## src/rtl/sum_accumulator.sv

```systemverilog
// Block accumulator for adder results: sums up to COUNT (WIDTH+1)-bit samples into a
// saturating ACC_WIDTH-bit total and hands each block total out over valid/ready.
module sum_accumulator #(
   parameter int WIDTH     = 4,
   parameter int ACC_WIDTH = 16,
   parameter int COUNT     = 8,
   parameter int CNT_W     = $clog2(COUNT + 1)
) (
   input  logic                 clk,
   input  logic                 rst,
   input  logic                 in_valid,
   output logic                 in_ready,
   input  logic [WIDTH-1:0]     in_sum,
   input  logic                 in_cout,
   input  logic                 flush,
   output logic                 out_valid,
   input  logic                 out_ready,
   output logic [ACC_WIDTH-1:0] out_data,
   output logic [CNT_W-1:0]     out_cnt,
   output logic                 out_ovf
);

   typedef enum logic [0:0] {S_ACC = 1'b0, S_DONE = 1'b1} state_t;

   localparam logic [CNT_W-1:0] COUNT_C = CNT_W'(COUNT);

   state_t                 state_q, state_d;
   logic [ACC_WIDTH-1:0]   acc_q, acc_d;
   logic [CNT_W-1:0]       cnt_q, cnt_d;
   logic                   ovf_q, ovf_d;
   logic                   out_valid_q, out_valid_d;
   logic [ACC_WIDTH-1:0]   out_data_q, out_data_d;
   logic [CNT_W-1:0]       out_cnt_q, out_cnt_d;
   logic                   out_ovf_q, out_ovf_d;

   logic                   accept;
   logic [ACC_WIDTH:0]     sum_ext;

   // One extra bit catches the carry that signals saturation.
   assign accept  = in_valid & in_ready;
   assign sum_ext = {1'b0, acc_q} + {{(ACC_WIDTH-WIDTH){1'b0}}, in_cout, in_sum};

   always_ff @(posedge clk) begin
      if (rst) begin
         state_q     <= S_ACC;
         acc_q       <= '0;
         cnt_q       <= '0;
         ovf_q       <= 1'b0;
         out_valid_q <= 1'b0;
         out_data_q  <= '0;
         out_cnt_q   <= '0;
         out_ovf_q   <= 1'b0;
      end else begin
         state_q     <= state_d;
         acc_q       <= acc_d;
         cnt_q       <= cnt_d;
         ovf_q       <= ovf_d;
         out_valid_q <= out_valid_d;
         out_data_q  <= out_data_d;
         out_cnt_q   <= out_cnt_d;
         out_ovf_q   <= out_ovf_d;
      end
   end

   always_comb begin
      state_d     = state_q;
      acc_d       = acc_q;
      cnt_d       = cnt_q;
      ovf_d       = ovf_q;
      out_valid_d = out_valid_q;
      out_data_d  = out_data_q;
      out_cnt_d   = out_cnt_q;
      out_ovf_d   = out_ovf_q;
      case (state_q)
         S_ACC: begin
            if (accept) begin
               if (sum_ext[ACC_WIDTH]) begin
                  acc_d = '1;
                  ovf_d = 1'b1;
               end else begin
                  acc_d = sum_ext[ACC_WIDTH-1:0];
               end
               cnt_d = cnt_q + CNT_W'(1);
            end
            // Result captures the post-update values, so a sample accepted with flush is included.
            if ((accept && (cnt_d == COUNT_C)) || (flush && (cnt_d != '0))) begin
               state_d     = S_DONE;
               out_valid_d = 1'b1;
               out_data_d  = acc_d;
               out_cnt_d   = cnt_d;
               out_ovf_d   = ovf_d;
            end
         end
         S_DONE: begin
            if (out_ready) begin
               state_d     = S_ACC;
               out_valid_d = 1'b0;
               acc_d       = '0;
               cnt_d       = '0;
               ovf_d       = 1'b0;
            end
         end
         default: state_d = S_ACC;
      endcase
   end

   always_comb begin
      in_ready  = (state_q == S_ACC);
      out_valid = out_valid_q;
      out_data  = out_data_q;
      out_cnt   = out_cnt_q;
      out_ovf   = out_ovf_q;
   end

endmodule

```

## config.mk

```make
export PLATFORM = sky130hd
export DESIGN_NAME = sum_accumulator
export DESIGN_NICKNAME = d
export VERILOG_FILES = /design/src/rtl/sum_accumulator.sv
export SDC_FILE = /design/constraint.sdc
export NUM_CORES = 1
export LEC_CHECK = 0
export CORE_MARGIN = 4
export CORE_UTILIZATION = 60
export CTS_BUF_LIST = sky130_fd_sc_hd__clkbuf_2
export DETAILED_ROUTE_END_ITERATION = 12
export PLACE_DENSITY = 0.95
export SLEW_MARGIN = 20
export SYNTH_ARGS = -nofsm -noshare
export SYNTH_HDL_FRONTEND = slang
export SYNTH_SLANG_ARGS = --single-unit
export TNS_END_PERCENT = 20
```

## constraint.sdc

```tcl
create_clock -name clk -period 8.02 [get_ports clk]
set_input_delay 2.406 -clock clk [delete_from_list [all_inputs] [get_ports clk]]
set_output_delay 2.406 -clock clk [all_outputs]
set_load 0.01 [all_outputs]
```

==> out/metrics.cfg, run 1 <==
[synth]
synth_top_area_share_pct=38.8
yosysTopAreaCell=dfxtp_1
ys.flop_type=dfxtp_1
synth.top_cells.by_area=dfxtp_1 (39%), nor2_1 (5.8%), nand2_1 (4.1%)
netlist_area_um2=2270
synth_enable_flop_cells=0
synth_cell_types=56
synth_seq_cells=44
syn-num-nets=283
yosysSeqAreaShare_pct=38.8
async_flop_share_pct=0
yosysWarnings=0
netlist_instances=266
postSynthAreaPerCell_um2=8.53

[cells_and_area]
most-common-layout-cells=dfxtp_1 (44), nor2_1 (35), clkdlybuf4s50_1 (32)
antenna_cells=0
layout.cells.non_filler=341
fin_nets=309
drive_gt1_share_pct=8.19
final_common_cell=dfxtp_1
fin_area_um2=2610
syn2layout_area_growth_pct=15.1
final_util_pct=71.4

[critical_path]
worstPathArrival_ns=5.17
critPathLaunchType=input port
path_cells=clkdlybuf4s50_1 -> ha_1 -> fa_1 -> a211o_1 -> a21oi_1 -> or3_1 -> nand2_1 -> o41ai_1 -> o31ai_1
endpoint_kind=register
critical_path_class=in2reg
cp.required_ns=8.34
cp_max_fo=14
cpPeakStageDelay_ns=0.49
cp_slowest_cell=or3_1

[cts]
cts-root-buf=clkbuf_2
clk_path_buf_depth=2
clock_latency_ns=0.41
cts_setup_buffers=0
cts_resized=0
cts_tree=done
cts_sinks=44
ctsHoldBuffers=0
htreeDepth=2
cts_buffers=5
path_clk_slew_ns=0.22

[pwr]
seqPwrFrac_pct=55.1
static-leakage-power_nw=0.921
p_clk_share_pct=20.9
power_density_nw_per_um2=170
ir_worst_vdd_mv=0.120
power.internal_mw=0.304
combPwrFrac_pct=24.0
power_switching_mw=0.140
p_sw_share_pct=31.6

[grt]
grt_pass1_wl_um=8890
track_usage_pct=22.3
antenna_found_initial=0
grt_pass1_vias=1960
grt_max_degree=41
grt-ovfl-total=0

[timing]
tightest_slew_ns=0.990
rsz0062_at_grt=no
maxSlewHeadroom_pct=34.0
period_share_pct=60.5
finalWorstSetupSlack_ns=3.16
finalHoldViolations=0
tns_ns=0
clock_skew_ns=0.0305
layout_min_cycle_time_ns=4.86
setup_viol=0
drv_slew=0
fmaxAchievable_mhz=206

[placement]
place_ws_ns=2.74
place_congestion=0.875
dp_hpwl_um=3710
io_buffers=32
place_area_um2=2570
dp_cells=333

[drt]
final_antenna_net_count=0
wl_um=5130
wl_per_cell_um=15.0
routed-wl-met2_um=2570
drc_errors=0
first_pass_iters=4
wl_met1_um=2180
routed.top_layer=met4
dr_wl_met3_um=300
drt_iter0_markers=134
vias=2051
viasPerCell=6.01

[floorplan]
core_area_um2=3660
fp.dieW_um=69.5
die_y_um=69.5
row_count=22
pin_count=33
initial_core_util_pct=62.0
die_area_um2=4830

[worst_hold_path]
worstHoldPathType=reg2reg

[status]
status=finished, final reports clean

[run]
maxCapViolCount=0

## routing by layer
metal	up-vias	track usage, %
li1	1021	-
met1	960	26.2
met2	61	39.2
met3	9	5.94
met4	0	7.16
met5	-	0
## flip-flops by register name, indices dropped and copies added (netlist names)
name / flops
out_cnt: 4
ovf_q: 1
state_q: 1
cnt_q: 4
acc_q: 16
out_ovf: 1
out_valid: 1
out_data: 16
## final timing paths
check | slack, ns | from | cells past startpoint | to
worst max-delay path | 3.16 | in_sum[0] | 9 | out_data[15]
worst min-delay path | 0.47 | out_valid | 2 | out_valid
worst max register to register | 5.21 | state_q | 6 | out_data[9]
worst min register to register | 0.47 | out_valid | 2 | out_valid
## Yosys cell counts (2+ instances only)
master,n
a311oi_1,3
nand3b_1,3
o211ai_2,2
mux2i_1,2
buf_4,4
nor2b_1,3
a211oi_1,9
or3_1,5
buf_2,3
a31oi_1,5
xnor2_1,3
a21oi_1,18
o22a_1,2
nand3_1,10
nor3_1,5
buf_6,2
dfxtp_1,44
nor3_2,2
o21ai_0,15
ha_1,6
clkbuf_1,4
a21o_1,5
o21a_1,2
a311oi_2,2
inv_1,5
o21bai_1,2
xor2_1,4
o31ai_1,5
nand4_1,5
nand2_1,25
o211ai_1,2
nor2_1,35
## cells by family after synthesis
logic type | after synthesis | share of synthesized area (%)
flip-flops | 44 | 38.8
XOR/XNOR | 7 | 2.70
buffers and inverters | 19 | 4.63
multiplexers | 4 | 2.04
adder cells (fa/ha/maj) | 7 | 4.19
AND/OR/NAND/NOR | 102 | 22.0
AO/OA/AOI/OAI | 83 | 25.6
## critical path, delay by kind of cell
kind,cells,cell delay (ns)
AND/OR/NAND/NOR,2,0.60
AO/OA/AOI/OAI,4,1.07
buffers and inverters,1,0.41
adder cells (fa/ha/maj),2,0.68
## per-stage QoR
| stage | power (mW) | hold slack [ns] |
|---|---|---|
| floorplan | 0.319 | 0.437 |
| global placement | 0.351 | 0.442 |
| detailed placement | 0.356 | 0.450 |
| CTS | 0.444 | 0.473 |
| global route | 0.467 | 0.495 |
| finish | 0.444 | 0.471 |
## layout make-up
| cell class | count | area [um2] |
|---|---|---|
| multi-input cells | 203 | 1280 |
| clock buffers | 6 | 30.0 |
| well taps | 48 | 60.1 |
| flip-flops and latches | 44 | 881 |
| clock inverters | 2 | 11.3 |
| fillers | 301 | 1050 |
| repair buffers | 33 | 328 |
| inverters | 5 | 18.8 |
## power by group through the flow
stage	Clock (mW)	Sequential [mW]	Combinational, mW
finish	0.0930	0.244	0.107
global route	0.102	0.247	0.118
CTS	0.0920	0.244	0.107
detailed placement	0	0.249	0.107
global placement	0	0.248	0.102
floorplan	0	0.249	0.0694
(Power assumes the default switching activity.)
==> run 2: changes to the inputs <==
--- a/config.mk
+++ b/config.mk
@@ -6,10 +6,10 @@
 export NUM_CORES = 1
 export LEC_CHECK = 0
 export CORE_MARGIN = 4
-export CORE_UTILIZATION = 60
+export CORE_UTILIZATION = 51
 export CTS_BUF_LIST = sky130_fd_sc_hd__clkbuf_2
 export DETAILED_ROUTE_END_ITERATION = 12
-export PLACE_DENSITY = 0.95
+export PLACE_DENSITY = 0.87
 export SLEW_MARGIN = 20
 export SYNTH_ARGS = -nofsm -noshare
 export SYNTH_HDL_FRONTEND = slang
==> constraint.sdc (replaced) <==
create_clock -name clk -period 4.06 [get_ports clk]
set_input_delay 1.218 -clock clk [delete_from_list [all_inputs] [get_ports clk]]
set_output_delay 1.218 -clock clk [all_outputs]
set_load 0.01 [all_outputs]
==> run 2 against run 1 <==
Effect of this change: sequential cell count unchanged; wire length down 0.25%; combinational power up 100%; sequential power up 98%; critical path depth unchanged; non-clock buffer count up 5; largest power group unchanged; largest cell class unchanged; die area up 16%; cell area up 1.8%; global-route usage down 2.9 points; first-iteration DRC count up 42%.
==> out/metrics.cfg, run 2 (synthesis results as in run 1) <==
[placement]
place_congestion=0.934  ; was 0.875
dp_hpwl_um=3700  ; was 3710 um
place_ws_ns=0.325  ; was 2.74 ns
io_buffers=32  ; unchanged
place_area_um2=2610  ; was 2570 um2
dp_cells=340  ; was 333

[cells_and_area]
final_common_cell=dfxtp_1  ; unchanged
fin_area_um2=2660  ; was 2610 um2
multi_input_area_um2=1280  ; unchanged
fin_nets=314  ; was 309
antenna_cells=0  ; unchanged
layout.cells.non_filler=348  ; was 341
most-common-layout-cells=dfxtp_1 (44), nor2_1 (35), clkdlybuf4s50_1 (32)  ; unchanged
ff_latch_area_um2=881  ; unchanged
drive_gt1_share_pct=10.1  ; was 8.19%
nFillCells=368  ; was 301
syn2layout_area_growth_pct=17.2  ; was 15.1%
final_util_pct=64.2  ; was 71.4%

[floorplan]
pin_count=33  ; unchanged
fp.dieW_um=74.7  ; was 69.5 um
die_y_um=74.7  ; was 69.5 um
row_count=23  ; was 22
initial_core_util_pct=54.8  ; was 62.0%
die_area_um2=5580  ; was 4830 um2
core_area_um2=4140  ; was 3660 um2

[timing]
tns_ns=0  ; unchanged
rsz0062_at_grt=no  ; unchanged
finalWorstSetupSlack_ns=0.766  ; was 3.16 ns
layout_min_cycle_time_ns=3.29
period_share_pct=81.1
finalHoldViolations=0  ; unchanged
whs_ns=0.469  ; was 0.471 ns
setup_viol=0  ; unchanged
clock_skew_ns=0.0196  ; was 0.0305 ns
tightest_slew_ns=0.664  ; was 0.990 ns
fmaxAchievable_mhz=304
maxSlewHeadroom_pct=55.7  ; was 34.0%
drv_slew=0  ; unchanged

[drt]
wl_um=5120  ; was 5130 um
routed.top_layer=met4  ; unchanged
wl_met1_um=2500  ; was 2180 um
vias=2045  ; was 2051
first_pass_iters=4  ; unchanged
final_antenna_net_count=0  ; unchanged
dr_wl_met3_um=325  ; was 300 um
drt_iter0_markers=190  ; was 134
drc_errors=0  ; unchanged
routed-wl-met2_um=2220  ; was 2570 um
viasPerCell=5.88  ; was 6.01
wl_per_cell_um=14.7  ; was 15.0 um

[critical_path]
worstPathArrival_ns=3.66  ; was 5.17 ns
endpoint_kind=register  ; unchanged
critPathLaunchType=input port  ; unchanged
cp.required_ns=4.42  ; was 8.34 ns
critical_path_class=in2reg  ; unchanged
cp_max_fo=3  ; was 14

[grt]
grt_max_degree=28  ; was 41
track_usage_pct=19.4  ; was 22.3%
grt-ovfl-total=0  ; unchanged
grt_pass1_vias=1909  ; was 1960
antenna_found_initial=0  ; unchanged
grt_pass1_wl_um=8610  ; was 8890 um

[cts]
cts_buffers=5  ; unchanged
clk_path_buf_depth=2  ; unchanged
ctsHoldBuffers=0  ; unchanged
cts_setup_buffers=0  ; unchanged
cts_sinks=44  ; unchanged
htreeDepth=2  ; unchanged
path_clk_slew_ns=0.26  ; was 0.22 ns
cts-root-buf=clkbuf_2  ; unchanged
clock_latency_ns=0.44  ; was 0.41 ns
cts_resized=0  ; unchanged
cts_tree=done  ; unchanged

[pwr]
power_switching_mw=0.293  ; was 0.140 mW
p_clk_share_pct=22.3  ; was 20.9%
p_sw_share_pct=32.7  ; was 31.6%
power_density_nw_per_um2=337  ; was 170 nW/um2
seqPwrFrac_pct=53.8  ; was 55.1%
combPwrFrac_pct=23.8  ; was 24.0%
total_power_mw=0.896  ; was 0.444 mW
power.internal_mw=0.603  ; was 0.304 mW
ir_worst_vdd_mv=0.177  ; was 0.120 mV
static-leakage-power_nw=0.942  ; was 0.921 nW

[run]
maxCapViolCount=0  ; unchanged

[worst_hold_path]
worstHoldPathType=reg2reg  ; unchanged

[status]
status=finished, final reports clean  ; unchanged

==> run 2: critical path, stage by stage <==
cell,delay [ns]
clkdlybuf4s50_1,0.40
ha_1,0.24
fa_1,0.44
a211o_1,0.33
a21oi_1,0.25
or3_1,0.20
nand2_1,0.08
o41ai_1,0.40
o31ai_1,0.10
==> run 2: worst paths after layout <==
check	endpoint	slack, ns	cells past startpoint	startpoint
max	out_data[15]	0.77	9	in_sum[0]
max reg2reg	out_data[6]	1.50	7	state_q
min reg2reg	out_data[8]	0.47	2	out_data[8]
min	out_data[8]	0.47	2	out_data[8]
==> run 2: routing by layer <==
| layer | vias to the layer above | GRT usage [%] |
|---|---|---|
| li1 | 1037 | - |
| met1 | 939 | 27.0 |
| met2 | 62 | 30.0 |
| met3 | 7 | 3.60 |
| met4 | 0 | 7.31 |
| met5 | - | 0 |
==> run 2: power by group through the flow <==
stage	clock, mW	sequential (mW)	combinational [mW]
final	0.200	0.482	0.214
after global routing	0.217	0.487	0.236
after CTS	0.201	0.482	0.214
after detailed placement	0	0.491	0.212
after global placement	0	0.490	0.209
after floorplan	0	0.492	0.137
==> run 2: area by class of cell <==
cell class                      instances  area share, %
Multi-Input combinational cell        203           48.3
Sequential cell                        44           33.1
Timing Repair Buffer                   38           13.7
Tap cell                               50           2.35
Clock buffer                            5          0.941
Clock inverter                          3          0.894
Inverter                                5          0.706
==> run 3: changes to the inputs <==
==> constraint.sdc (replaced) <==
create_clock -name clk -period 2.7 [get_ports clk]
set_input_delay 0.81 -clock clk [delete_from_list [all_inputs] [get_ports clk]]
set_output_delay 0.81 -clock clk [all_outputs]
set_load 0.01 [all_outputs]
==> run 3 against run 2 <==
Effect of this change: combinational power increased by 80%; non-clock buffer count increased by 29; clock power increased by 100%; via count increased by 8.9%; first-iteration DRC count decreased by 11%; die area unchanged; sequential power increased by 50%; hold slack improved by 0.0031 ns; sequential cell count unchanged; largest cell class unchanged.
==> out/metrics.cfg, run 3 (synthesis results as in run 1) <==
[floorplan]
core_area_um2=4140  ; unchanged
row_count=23  ; unchanged
die_area_um2=5580  ; unchanged
pin_count=33  ; unchanged
initial_core_util_pct=54.8  ; unchanged
fp.dieW_um=74.7  ; unchanged
die_y_um=74.7  ; unchanged

[cells_and_area]
most-common-layout-cells=dfxtp_1 (43), nor2_1 (35), clkdlybuf4s50_1 (32), buf_4 (32), nand2_1 (25)  ; was dfxtp_1 (44), nor2_1 (35), clkdlybuf4s50_1 (32)
fin_nets=343  ; was 314
ff_latch_area_um2=882  ; was 881 um2
drive_gt1_share_pct=19.6  ; was 10.1%
fin_area_um2=2950  ; was 2660 um2
multi_input_area_um2=1300  ; was 1280 um2
syn2layout_area_growth_pct=29.9  ; was 17.2%
final_common_cell=dfxtp_1  ; unchanged
nFillCells=324  ; was 368
antenna_cells=0  ; unchanged

[placement]
dp_hpwl_um=4270  ; was 3700 um
place_congestion=1.00  ; was 0.934
io_buffers=32  ; unchanged
place_ws_ns=-0.509  ; was 0.325 ns
place_area_um2=2870  ; was 2610 um2

[cts]
path_clk_slew_ns=0.26  ; about the same
cts_sinks=44  ; unchanged
clock_latency_ns=0.46  ; was 0.44 ns
ctsHoldBuffers=0  ; unchanged
cts_setup_buffers=0  ; unchanged
htreeDepth=2  ; unchanged
clk_path_buf_depth=2  ; unchanged
cts_buffers=5  ; unchanged
cts-root-buf=clkbuf_2  ; unchanged
cts_tree=done  ; unchanged

[pwr]
power_density_nw_per_um2=512  ; was 337 nW/um2
total_power_mw=1.51  ; was 0.896 mW
static-leakage-power_nw=1.11  ; was 0.942 nW
ir_worst_vdd_mv=0.325  ; was 0.177 mV

[critical_path]
endpoint_kind=register  ; unchanged
crit_family=compound AO/OA/AOI/OAI gates  ; unchanged
worstPathArrival_ns=3.05  ; was 3.66 ns
path_cells=clkdlybuf4s50_1 -> ha_1 -> fa_2 -> a211o_1 -> a21oi_2 -> nor2_1 -> buf_4 -> inv_1 -> o21bai_1 -> a311oi_2  ; was clkdlybuf4s50_1 -> ha_1 -> fa_1 -> a211o_1 -> a21oi_1 -> or3_1 -> nand2_1 -> o41ai_1 -> o31ai_1
critical_path_class=in2reg  ; unchanged
cp_slowest_cell=clkdlybuf4s50_1  ; was fa_1
cpPeakStageDelay_ns=0.42  ; was 0.44 ns
cp_max_fo=5  ; was 3
critPathLaunchType=input port  ; unchanged
crit_buf_inv=3  ; was 1
cp.required_ns=3.10  ; was 4.42 ns

[timing]
period_share_pct=98.2
layout_min_cycle_time_ns=2.65
tightest_slew_ns=0.387  ; was 0.664 ns
finalHoldViolations=0  ; unchanged
whs_ns=0.473  ; was 0.469 ns
rsz0062_at_grt=yes  ; was no
fmaxAchievable_mhz=377
finalWorstSetupSlack_ns=0.0484  ; was 0.766 ns
clock_skew_ns=0.0253  ; was 0.0196 ns
setup_viol=0  ; unchanged
drv_slew=0  ; unchanged
maxSlewHeadroom_pct=74.1  ; was 55.7%

[run]
maxCapViolCount=0  ; unchanged

[drt]
drc_errors=0  ; unchanged
final_antenna_net_count=0  ; unchanged
first_pass_iters=4  ; unchanged
drt_iter0_markers=170  ; was 190
viasPerCell=5.90  ; was 5.88
vias=2226  ; was 2045
wl_um=5640  ; was 5120 um
wl_per_cell_um=14.9  ; was 14.7 um

[worst_hold_path]
worstHoldPathType=reg2reg  ; unchanged

[grt]
grt_pass1_vias=2074  ; was 1909
antenna_found_initial=0  ; unchanged
grt_pass1_wl_um=9470  ; was 8610 um
grt_max_degree=19  ; was 28
track_usage_pct=22.2  ; was 19.4%
grt-ovfl-total=0  ; unchanged

[status]
status=finished, final reports clean  ; unchanged

run 3: what timing repair did:
item	in CTS	in global routing
hold endpoints to repair	0	0
resized for setup	1	3
pin swaps	1	1
setup endpoints to repair	1	9
run 3: layout make-up:
| type | count | area share [%] |
|---|---|---|
| multi-input combinational | 203 | 44.2 |
| clock inverter | 3 | 1.57 |
| tap | 50 | 2.12 |
| clock buffer | 5 | 0.849 |
| sequential | 44 | 29.9 |
| timing repair buffer | 67 | 20.7 |
| inverter | 5 | 0.636 |
run 3: per-stage QoR:
stage	setup TNS, ns	std cells	utilization [%]
6_report	0	377	71.2
5_1_grt	-0.0297	377	71.2
4_1_cts	0	377	70.9
3_5_place_dp	-13.48	369	69.1
3_3_place_gp	-11.30	369	69.1
2_1_floorplan	0	266	-
run 3: per-layer routing:
| metal | vias up | wire [um] | track usage [%] |
|---|---|---|---|
| met5 | - | 0 | 0 |
| met4 | 0 | 110 | 9.29 |
| met3 | 14 | 398 | 5.61 |
| met2 | 91 | 2630 | 35.0 |
| met1 | 1030 | 2500 | 29.1 |
| li1 | 1091 | - | - |
run 3: worst paths after layout:
kind             start            to  slack (ns)  cells past startpoint
max          in_sum[0]  out_data[10]        0.05                     10
min          out_valid     out_valid        0.47                      2
max reg2reg   acc_q[0]  out_data[10]        0.49                      9
min reg2reg  out_valid     out_valid        0.47                      2
run 3: report_power, final:
part           leakage, nW  switching (mW)  internal [mW]
clock network       0.0396           0.241          0.159
logic                0.709           0.189          0.196
registers            0.359          0.0310          0.692
run 3: worst register-to-register path, delay by kind of cell (launching register included):
family	cells	cell delay, ns
AO/OA/AOI/OAI	4	0.91
adder cells (fa/ha/maj)	2	0.57
flip-flops	1	0.37
AND/OR/NAND/NOR	1	0.09
buffers and inverters	2	0.23
